<file path="src/rtl/bus_sequencer_if.sv">
// Control/strobe bundle between the bus sequencer (master) and the shared-bus datapath (slave).
interface bus_sequencer_if #(
  parameter int OPC_W = 4,
  parameter int T_W   = 3
);
  logic             clr;
  logic             program_mode;
  logic [OPC_W-1:0] opcode;
  logic             carry_flag;
  logic             zero_flag;

  logic             pc_out;
  logic             pc_inc;
  logic             pc_load;
  logic             mar_in;
  logic             ram_out;
  logic             ram_in;
  logic             ir_in;
  logic             ir_out;
  logic             a_in;
  logic             a_out;
  logic             b_in;
  logic             alu_out;
  logic             alu_sub;
  logic             flags_in;
  logic             out_in;
  logic             halted;
  logic [T_W-1:0]   t_state;

  modport master (
    input  clr, program_mode, opcode, carry_flag, zero_flag,
    output pc_out, pc_inc, pc_load, mar_in, ram_out, ram_in, ir_in, ir_out,
           a_in, a_out, b_in, alu_out, alu_sub, flags_in, out_in, halted, t_state
  );

  modport slave (
    output clr, program_mode, opcode, carry_flag, zero_flag,
    input  pc_out, pc_inc, pc_load, mar_in, ram_out, ram_in, ir_in, ir_out,
           a_in, a_out, b_in, alu_out, alu_sub, flags_in, out_in, halted, t_state
  );
endinterface

</file>
<file path="src/rtl/bus_sequencer.sv">
// Microcode-style T-state sequencer for the 8-bit shared-bus datapath; sole owner of all bus strobes.
//   state | meaning
//   T0    | fetch: PC -> MAR
//   T1    | fetch: RAM -> IR, PC++
//   T2    | execute step 1 (also the parking state while halted)
//   T3    | execute step 2 (LDA/ADD/SUB/STA)
//   T4    | execute step 3 (ADD/SUB)
module bus_sequencer #(
  parameter int OPC_W = 4,
  parameter int T_W   = 3
) (
  input  logic           clk,
  input  logic           rst,
  bus_sequencer_if.master bus
);

  localparam logic [T_W-1:0] T0 = T_W'(0);
  localparam logic [T_W-1:0] T1 = T_W'(1);
  localparam logic [T_W-1:0] T2 = T_W'(2);
  localparam logic [T_W-1:0] T3 = T_W'(3);
  localparam logic [T_W-1:0] T4 = T_W'(4);

  localparam logic [OPC_W-1:0] OP_LDA = OPC_W'(4'h0);
  localparam logic [OPC_W-1:0] OP_ADD = OPC_W'(4'h1);
  localparam logic [OPC_W-1:0] OP_SUB = OPC_W'(4'h2);
  localparam logic [OPC_W-1:0] OP_STA = OPC_W'(4'h3);
  localparam logic [OPC_W-1:0] OP_LDI = OPC_W'(4'h4);
  localparam logic [OPC_W-1:0] OP_JMP = OPC_W'(4'h5);
  localparam logic [OPC_W-1:0] OP_JC  = OPC_W'(4'h6);
  localparam logic [OPC_W-1:0] OP_JZ  = OPC_W'(4'h7);
  localparam logic [OPC_W-1:0] OP_OUT = OPC_W'(4'hE);
  localparam logic [OPC_W-1:0] OP_HLT = OPC_W'(4'hF);

  logic [T_W-1:0] r_t;
  logic           r_halted;
  logic [T_W-1:0] w_t_nxt;
  logic           w_halted_nxt;
  logic           w_active;

  always_ff @(posedge clk or posedge rst) begin
    if (rst) begin
      r_t      <= T0;
      r_halted <= 1'b0;
    end else begin
      r_t      <= w_t_nxt;
      r_halted <= w_halted_nxt;
    end
  end

  always_comb begin
    w_t_nxt      = r_t;
    w_halted_nxt = r_halted;
    if (bus.clr) begin
      w_t_nxt      = T0;
      w_halted_nxt = 1'b0;
    end else if (!bus.program_mode && !r_halted) begin
      case (r_t)
        T0: w_t_nxt = T1;
        T1: w_t_nxt = T2;
        T2: begin
          case (bus.opcode)
            OP_LDA, OP_ADD, OP_SUB, OP_STA: w_t_nxt = T3;
            OP_HLT: begin
              w_t_nxt      = T2;
              w_halted_nxt = 1'b1;
            end
            default: w_t_nxt = T0;
          endcase
        end
        T3: w_t_nxt = (bus.opcode == OP_ADD || bus.opcode == OP_SUB) ? T4 : T0;
        default: w_t_nxt = T0;
      endcase
    end
  end

  // rst gates the decode so nothing strobes while reset is held, even though r_t already reads T0
  assign w_active = !rst && !bus.program_mode && !r_halted;

  always_comb begin
    bus.pc_out   = 1'b0;
    bus.pc_inc   = 1'b0;
    bus.pc_load  = 1'b0;
    bus.mar_in   = 1'b0;
    bus.ram_out  = 1'b0;
    bus.ram_in   = 1'b0;
    bus.ir_in    = 1'b0;
    bus.ir_out   = 1'b0;
    bus.a_in     = 1'b0;
    bus.a_out    = 1'b0;
    bus.b_in     = 1'b0;
    bus.alu_out  = 1'b0;
    bus.alu_sub  = 1'b0;
    bus.flags_in = 1'b0;
    bus.out_in   = 1'b0;
    if (w_active) begin
      case (r_t)
        T0: begin
          bus.pc_out = 1'b1;
          bus.mar_in = 1'b1;
        end
        T1: begin
          bus.ram_out = 1'b1;
          bus.ir_in   = 1'b1;
          bus.pc_inc  = 1'b1;
        end
        T2: begin
          case (bus.opcode)
            OP_LDA, OP_ADD, OP_SUB, OP_STA: begin
              bus.ir_out = 1'b1;
              bus.mar_in = 1'b1;
            end
            OP_LDI: begin
              bus.ir_out = 1'b1;
              bus.a_in   = 1'b1;
            end
            OP_JMP: begin
              bus.ir_out  = 1'b1;
              bus.pc_load = 1'b1;
            end
            OP_JC: begin
              bus.ir_out  = bus.carry_flag;
              bus.pc_load = bus.carry_flag;
            end
            OP_JZ: begin
              bus.ir_out  = bus.zero_flag;
              bus.pc_load = bus.zero_flag;
            end
            OP_OUT: begin
              bus.a_out  = 1'b1;
              bus.out_in = 1'b1;
            end
            default: ;
          endcase
        end
        T3: begin
          case (bus.opcode)
            OP_LDA: begin
              bus.ram_out = 1'b1;
              bus.a_in    = 1'b1;
            end
            OP_ADD, OP_SUB: begin
              bus.ram_out = 1'b1;
              bus.b_in    = 1'b1;
            end
            OP_STA: begin
              bus.a_out  = 1'b1;
              bus.ram_in = 1'b1;
            end
            default: ;
          endcase
        end
        T4: begin
          if (bus.opcode == OP_ADD || bus.opcode == OP_SUB) begin
            bus.alu_out  = 1'b1;
            bus.a_in     = 1'b1;
            bus.flags_in = 1'b1;
            bus.alu_sub  = (bus.opcode == OP_SUB);
          end
        end
        default: ;
      endcase
    end
  end

  assign bus.halted  = r_halted;
  assign bus.t_state = r_t;

endmodule

</file>
<file path="src/flat_wrapper.sv">
// flat-port wrapper written by rule: the top's interface ports become plain ports
module bus_sequencer_flat 
#(
  parameter int OPC_W = 4,
  parameter int T_W   = 3
)
  (clk, rst, bus_clr, bus_program_mode, bus_opcode, bus_carry_flag, bus_zero_flag, bus_pc_out, bus_pc_inc, bus_pc_load, bus_mar_in, bus_ram_out, bus_ram_in, bus_ir_in, bus_ir_out, bus_a_in, bus_a_out, bus_b_in, bus_alu_out, bus_alu_sub, bus_flags_in, bus_out_in, bus_halted, bus_t_state);
  bus_sequencer_if #(.OPC_W(OPC_W), .T_W(T_W)) bus_i ();
  input  logic clk;
  input  logic rst;
  input wire logic [$bits(bus_i.clr)-1:0] bus_clr;
  input wire logic [$bits(bus_i.program_mode)-1:0] bus_program_mode;
  input wire logic [$bits(bus_i.opcode)-1:0] bus_opcode;
  input wire logic [$bits(bus_i.carry_flag)-1:0] bus_carry_flag;
  input wire logic [$bits(bus_i.zero_flag)-1:0] bus_zero_flag;
  output wire logic [$bits(bus_i.pc_out)-1:0] bus_pc_out;
  output wire logic [$bits(bus_i.pc_inc)-1:0] bus_pc_inc;
  output wire logic [$bits(bus_i.pc_load)-1:0] bus_pc_load;
  output wire logic [$bits(bus_i.mar_in)-1:0] bus_mar_in;
  output wire logic [$bits(bus_i.ram_out)-1:0] bus_ram_out;
  output wire logic [$bits(bus_i.ram_in)-1:0] bus_ram_in;
  output wire logic [$bits(bus_i.ir_in)-1:0] bus_ir_in;
  output wire logic [$bits(bus_i.ir_out)-1:0] bus_ir_out;
  output wire logic [$bits(bus_i.a_in)-1:0] bus_a_in;
  output wire logic [$bits(bus_i.a_out)-1:0] bus_a_out;
  output wire logic [$bits(bus_i.b_in)-1:0] bus_b_in;
  output wire logic [$bits(bus_i.alu_out)-1:0] bus_alu_out;
  output wire logic [$bits(bus_i.alu_sub)-1:0] bus_alu_sub;
  output wire logic [$bits(bus_i.flags_in)-1:0] bus_flags_in;
  output wire logic [$bits(bus_i.out_in)-1:0] bus_out_in;
  output wire logic [$bits(bus_i.halted)-1:0] bus_halted;
  output wire logic [$bits(bus_i.t_state)-1:0] bus_t_state;
  assign bus_i.clr = bus_clr;
  assign bus_i.program_mode = bus_program_mode;
  assign bus_i.opcode = bus_opcode;
  assign bus_i.carry_flag = bus_carry_flag;
  assign bus_i.zero_flag = bus_zero_flag;
  assign bus_pc_out = bus_i.pc_out;
  assign bus_pc_inc = bus_i.pc_inc;
  assign bus_pc_load = bus_i.pc_load;
  assign bus_mar_in = bus_i.mar_in;
  assign bus_ram_out = bus_i.ram_out;
  assign bus_ram_in = bus_i.ram_in;
  assign bus_ir_in = bus_i.ir_in;
  assign bus_ir_out = bus_i.ir_out;
  assign bus_a_in = bus_i.a_in;
  assign bus_a_out = bus_i.a_out;
  assign bus_b_in = bus_i.b_in;
  assign bus_alu_out = bus_i.alu_out;
  assign bus_alu_sub = bus_i.alu_sub;
  assign bus_flags_in = bus_i.flags_in;
  assign bus_out_in = bus_i.out_in;
  assign bus_halted = bus_i.halted;
  assign bus_t_state = bus_i.t_state;
  bus_sequencer #(.OPC_W(OPC_W), .T_W(T_W)) u_core (.clk(clk), .rst(rst), .bus(bus_i));
endmodule
</file>
<file path="config.mk">
export PLATFORM = sky130hd
export DESIGN_NAME = bus_sequencer_flat
export DESIGN_NICKNAME = d
export VERILOG_FILES = /design/src/rtl/bus_sequencer_if.sv /design/src/rtl/bus_sequencer.sv /design/src/flat_wrapper.sv
export SDC_FILE = /design/constraint.sdc
export NUM_CORES = 1
export LEC_CHECK = 0
export ABC_AREA = 1
export BUFFER_PORTS_ARGS = -buffer_cell sky130_fd_sc_hd__buf_2
export CELL_PAD_IN_SITES_DETAIL_PLACEMENT = 0
export CELL_PAD_IN_SITES_GLOBAL_PLACEMENT = 1
export CORE_MARGIN = 4
export CORE_UTILIZATION = 27
export CTS_BUF_LIST = sky130_fd_sc_hd__clkbuf_4 sky130_fd_sc_hd__clkbuf_8 sky130_fd_sc_hd__clkbuf_16
export CTS_CLUSTER_DIAMETER = 100
export DETAILED_ROUTE_END_ITERATION = 8
export GPL_TIMING_DRIVEN = 0
export PLACE_DENSITY_LB_ADDON = 0.1
export SKIP_LAST_GASP = 1
export SLEW_MARGIN = 20
export SYNTH_ARGS = -nofsm -noshare
export SYNTH_HDL_FRONTEND = slang
export SYNTH_SLANG_ARGS = --single-unit
</file>
<file path="constraint.sdc">
create_clock -name clk -period 2.7 [get_ports clk]
set_input_delay 0.27 -clock clk [delete_from_list [all_inputs] [get_ports clk]]
set_output_delay 0.27 -clock clk [all_outputs]
set_load 0.01 [all_outputs]
</file>
==> reports/summary.txt, run 1 <==
area growth from synthesis to layout = 40.3%
Die W = 51.3 um
reg2reg start = u_core.bus.t_state[0]$_DFFE_PP0P_
# placed instances = 149
hold-critical path depth = 4
layout cells sized above 1 = 0.305
Gate power share = 0.283
GP Congestion = 0.745
Total GRT Usage = 0.127
worst skew pair latency = 240 ps
starting density of the core = 0.290
Critical Path Max Stage Delay = 530 ps
sequential area share after synthesis = 0.198
worst reg2reg path depth = 7
total die area = 2630 sq um
Slew Viols, Final = 0
pwr dens = 286 nW/um^2
Setup Skew = 1.16 ps
Max VDD drop = 0.158 mV
post-synth net total = 106
Num CTS Buffers = 3
# DRC = 0
Sink Count = 4
Final Hold Vio Count = 0
Crit-path slowest cell = dlygate4sd3_1
P_int = 134 uW
drt total wl = 1450 um
part of the cycle the worst path needs = 0.735
worst hold path startpoint = bus_clr
final count of negative-setup-slack endpoints = 0
Nets = 140
GR Overflow Total = 0
Async S/R FF share, synth = 1.00
Most used DFF post-synth = dfrtp_1
status = complete, no violations
Final ANT Viol Nets = 0
synth unique cells = 16
CP top delay family = buffers and inverters
total power draw = 203 uW
vias = 659
Synth area leader = nand2_1
max_cap viols = 0
RSZ-0062 raised after global routing = false
Worst setup SP type = input pin
clock buffer depth = 2
Total Neg Setup Slack = 0 ps
Sw Ratio = 0.339
pre-CTS WS = 1240 ps
Crit path top cell by count = buf_2
Sw Pwr = 68.9 uW
Cell Chain, Critical Path = dlygate4sd3_1 -> buf_2 -> inv_1 -> nand2_1 -> buf_6 -> nor2_1 -> buf_4 -> buf_2
first-pass GRT wire length = 2590 um
PortBufs = 28
CP Class = input pin to output pin
post_cts resized = 0
worst endpoint required time = 2430 ps
Max-slew headroom = 0.847
Max Fclk = 0.504 GHz
most common cell in the netlist = nand2_1
final worst slack = 717 ps
initial DRC count = 5
Commonest cells post-synth = nand2_1, inv_1, nor2_1
cts hold-fix bufs = 1
CTS root buf = clkbuf_4
Crit. End Element = output pin
Clk pwr share = 0.389
r2r setup slk = 1600 ps
Worst Hold Class = input pin to flop
Synth area leaders = nand2_1, dfrtp_1, inv_1
largest net degree at the start of global routing = 11
num ports = 29
Ys Warns = 0
Core Area = 1750 sq um
WP buf/inv = 6
ANT cells = 0
Synth Cell Area = 505 sq um
wire per inst = 9.44 um
CTS clock-pin slew for the worst setup and hold paths = 40 ps
Std-Cell Rows = 15
Mapped Avg Cell Area = 5.27 sq um
Final Non-Filler Cells = 153
Arr. time, crit path = 1710 ps
vias in the first global route = 613
die height = 51.3 um
Synth Instances = 96
Vias/cell = 4.31
leakage = 0.483 nW
H-Tree Level Count = 1
#FFs+latches synth = 4
min Tclk post-route = 1980 ps
hpwl dp = 1210 um
first-pass detailed-route iteration total = 4
buffers inserted by post-CTS timing repair = 0
slew at the pin closest to its max-slew limit = 229 ps
sequential share of power = 0.328
post-place instance area = 677 sq um
Synth top area share = 0.215
hold endpoint = u_core.bus.halted$_DFFE_PP0P_
antenna violations before repair = 0
Post-synth EDFFs = 0
crit path max fanout = 10
r2r endpoint = u_core.bus.t_state[1]$_DFFE_PP0P_
CTS tree = done
fin area = 709 sq um
==> metrics by stage <==
| stage | hold WS, ps | util |
|---|---|---|
| floorplan | 44.4 | - |
| global placement | 168 | 0.388 |
| detailed placement | 181 | 0.388 |
| CTS | 298 | 0.406 |
| global route | 335 | 0.406 |
| finish | 300 | 0.406 |
==> sequential cells by signal (all words and copies together), names as in the netlist <==
name / cells
u_core.bus.t_state: 3
u_core.bus.halted: 1
==> how the worst max path moves through the flow <==
stage / from / end / slack, ps / depth (start not counted)
4_1_cts: rst / bus_alu_sub / 690 / 7
3_5_place_dp: rst / bus_alu_sub / 1240 / 6
3_3_place_gp: u_core.bus.t_state[1]$_DFFE_PP0P_ / bus_flags_in / 1250 / 7
5_1_grt: rst / bus_pc_inc / 580 / 8
2_1_floorplan: u_core.bus.t_state[1]$_DFFE_PP0P_ / bus_flags_in / 1280 / 6
6_report: rst / bus_flags_in / 720 / 8
==> metal layers <==
| layer | vias up | part of all wire | GRT usage |
|---|---|---|---|
| met3 | 2 | 0.071 | 0.0204 |
| met4 | 0 | 0.013 | 0.0655 |
| met5 | - | 0 | 0 |
| met1 | 277 | 0.50 | 0.172 |
| li1 | 354 | - | - |
| met2 | 26 | 0.42 | 0.193 |
==> worst reg2reg max path, delay by kind of cell (launching register included) <==
kind                   cells  cell delay (ps)
AND/OR/NAND/NOR            6              490
buffers and inverters      1              110
flip-flops                 1              440
==> power groups by stage <==
stage               registers, mW  clock network, mW  logic (mW)
global route               0.0671             0.0824      0.0665
detailed placement         0.0673                  0      0.0566
global placement           0.0675                  0      0.0567
CTS                        0.0665             0.0814      0.0579
floorplan                  0.0677                  0      0.0347
finish                     0.0666             0.0789      0.0574
==> cell usage in the layout, fill, tap and decap left out, drive strengths merged <==
master,Yosys,layout
buf,3,31
nand2,30,30
inv,24,24
nor2,13,13
nand3,10,10
o21ai,5,5
a21oi,4,4
dfrtp,4,4
clkbuf,0,3
nor4,2,2
o22ai,1,1
dlygate4sd3,0,1
==> cells by family after synthesis <==
family / after synthesis / share of synthesized area
simple gates: 55 / 0.470
buf+inv: 27 / 0.230
compound gates: 10 / 0.101
flops: 4 / 0.198
==> cell type report <==
cell class | count | area [sq um]
Buffer | 3 | 26.3
Clock buffer | 3 | 22.5
Fill cell | 217 | 1040
Inverter | 24 | 90.1
Multi-Input combinational cell | 65 | 289
Sequential cell | 4 | 100
Tap cell | 25 | 31.3
Timing Repair Buffer | 29 | 150
Note: power is estimated with default switching activity, not from simulation.
==> run 2, diff against run 1 <==
--- a/config.mk
+++ b/config.mk
@@ -10,7 +10,7 @@
 export CELL_PAD_IN_SITES_DETAIL_PLACEMENT = 0
 export CELL_PAD_IN_SITES_GLOBAL_PLACEMENT = 1
 export CORE_MARGIN = 4
-export CORE_UTILIZATION = 27
+export CORE_UTILIZATION = 23
 export CTS_BUF_LIST = sky130_fd_sc_hd__clkbuf_4 sky130_fd_sc_hd__clkbuf_8 sky130_fd_sc_hd__clkbuf_16
 export CTS_CLUSTER_DIAMETER = 100
 export DETAILED_ROUTE_END_ITERATION = 8
==> constraint.sdc (replaced) <==
create_clock -name clk -period 1.8 [get_ports clk]
set_input_delay 0.18 -clock clk [delete_from_list [all_inputs] [get_ports clk]]
set_output_delay 0.18 -clock clk [all_outputs]
set_load 0.01 [all_outputs]
==> run 2 against run 1 <==
Clock power increased by 47%. Critical path type is now flop to output pin. Clock skew increased by 5.5 ps. Global-route usage down 0.78 points. Largest power group unchanged. Via count is the same. Sequential power is 50% higher.
==> reports/summary.txt, run 2 (same netlist as run 1, synthesis figures left out) <==
pre-CTS WS = 442 ps
post_cts resized = 0
utilization after layout = 0.352
GR peak layer = met2
Nets = 140
Total Neg Setup Slack = 0 ps
first-pass GRT wire length = 2550 um
final count of negative-setup-slack endpoints = 0
Max-slew headroom = 0.847
fin area = 712 sq um
vias = 659
met2 usage = 0.191
Total GRT Usage = 0.120
Max VDD drop = 0.283 mV
GR Overflow Total = 0
Worst Hold Class = input pin to flop
Std-Cell Rows = 16
CTS clock-pin slew for the worst setup and hold paths = 40 ps
drt total wl = 1510 um
Vias/cell = 4.25
layout cells sized above 1 = 0.305
commonest non-fill, non-tap cells in the layout = nand2_1, buf_2, inv_1
min Tclk post-route = 1590 ps
area growth from synthesis to layout = 40.8%
Multi-input gate area = 289 sq um
max_cap viols = 0
Die W = 54.9 um
Crit. End Element = output pin
num ports = 29
slew at the pin closest to its max-slew limit = 229 ps
Worst setup SP type = flop
post-place instance area = 679 sq um
P_int = 201 uW
Sw Ratio = 0.336
Sw Pwr = 102 uW
first-pass detailed-route iteration total = 4
met3 GRT Util = 0.0545
RSZ-0062 raised after global routing = false
H-Tree Level Count = 1
hold-critical path depth = 4
Critical Path Source = u_core.bus.t_state[1]$_DFFE_PP0P_
final worst slack = 211 ps
buffers inserted by post-CTS timing repair = 0
hold endpoint = u_core.bus.halted$_DFFE_PP0P_
die height = 54.9 um
Final ANT Viol Nets = 0
Max Fclk = 0.630 GHz
Arr. time, crit path = 1410 ps
Core Area = 2020 sq um
ANT cells = 0
Num CTS Buffers = 3
sequential cell area = 100 sq um
pwr dens = 425 nW/um^2
crit path max fanout = 7
largest net degree at the start of global routing = 11
leakage = 0.483 nW
most common cell after layout, fill and taps aside = nand2_1
worst skew pair latency = 240 ps
vias in the first global route = 647
reg2reg start = u_core.bus.t_state[0]$_DFFE_PP0P_
GR Util met1 = 0.141
hpwl dp = 1290 um
Final Hold Vio Count = 0
Slew Viols, Final = 0
CTS root buf = clkbuf_4
Clk pwr share = 0.384
total die area = 3010 sq um
r2r endpoint = u_core.bus.t_state[1]$_DFFE_PP0P_
worst hold path startpoint = bus_clr
Gate power share = 0.286
initial DRC count = 10
clock buffer depth = 2
Largest register FFs = 3
Sink Count = 4
cts hold-fix bufs = 1
wire per inst = 9.75 um
worst reg2reg path depth = 7
GP Congestion = 0.735
# DRC = 0
total power draw = 303 uW
CTS tree = done
worst endpoint required time = 1620 ps
PortBufs = 28
sequential share of power = 0.330
r2r setup slk = 700 ps
Setup Skew = 6.64 ps
fillers = 254
antenna violations before repair = 0
starting density of the core = 0.250
part of the cycle the worst path needs = 0.883
CP Class = flop to output pin
status = complete, no violations
==> run 2: layout make-up <==
type,instances,area share
well taps,27,0.0475
inverters,24,0.127
clock buffers,3,0.0316
flip-flops and latches,4,0.141
multi-input cells,65,0.406
plain buffers,3,0.0369
repair buffers,29,0.211
==> run 2: power groups by stage <==
| stage | Sequential [mW] | Combinational, mW | Clock [mW] |
|---|---|---|---|
| 3_3_place_gp | 0.101 | 0.0852 | 0 |
| 5_1_grt | 0.101 | 0.0994 | 0.129 |
| 2_1_floorplan | 0.102 | 0.0520 | 0 |
| 4_1_cts | 0.0999 | 0.0877 | 0.123 |
| 6_report | 0.0999 | 0.0865 | 0.116 |
| 3_5_place_dp | 0.101 | 0.0856 | 0 |
==> run 2: worst max-delay path by stage <==
stage / to / slack, ps
final: bus_flags_in / 210
after floorplan: bus_flags_in / 470
after global routing: bus_a_in / 30
after detailed placement: bus_flags_in / 440
after global placement: bus_ram_out / 450
after CTS: bus_flags_in / 190
==> run 2: through the flow <==
| step | cells | hold slack [ps] |
|---|---|---|
| after floorplan | 96 | -45.6 |
| after global placement | 151 | 80.1 |
| after detailed placement | 151 | 83.2 |
| after CTS | 155 | 202 |
| after global routing | 155 | 232 |
| final | 155 | 206 |
==> run 2: routing by layer <==
layer  vias to the layer above  share of wire
li1                        354              -
met1                       277           0.46
met2                        26           0.42
met3                         2           0.10
met4                         0         0.0079
met5                         -              0
==> run 2: critical path, cell delays in order (launching register included) <==
cell	delay (ps)
dfrtp_1	440
inv_2	100
nand2_1	50
nor2_1	120
nand3_1	100
nor2_1	130
buf_4	120
buf_2	110
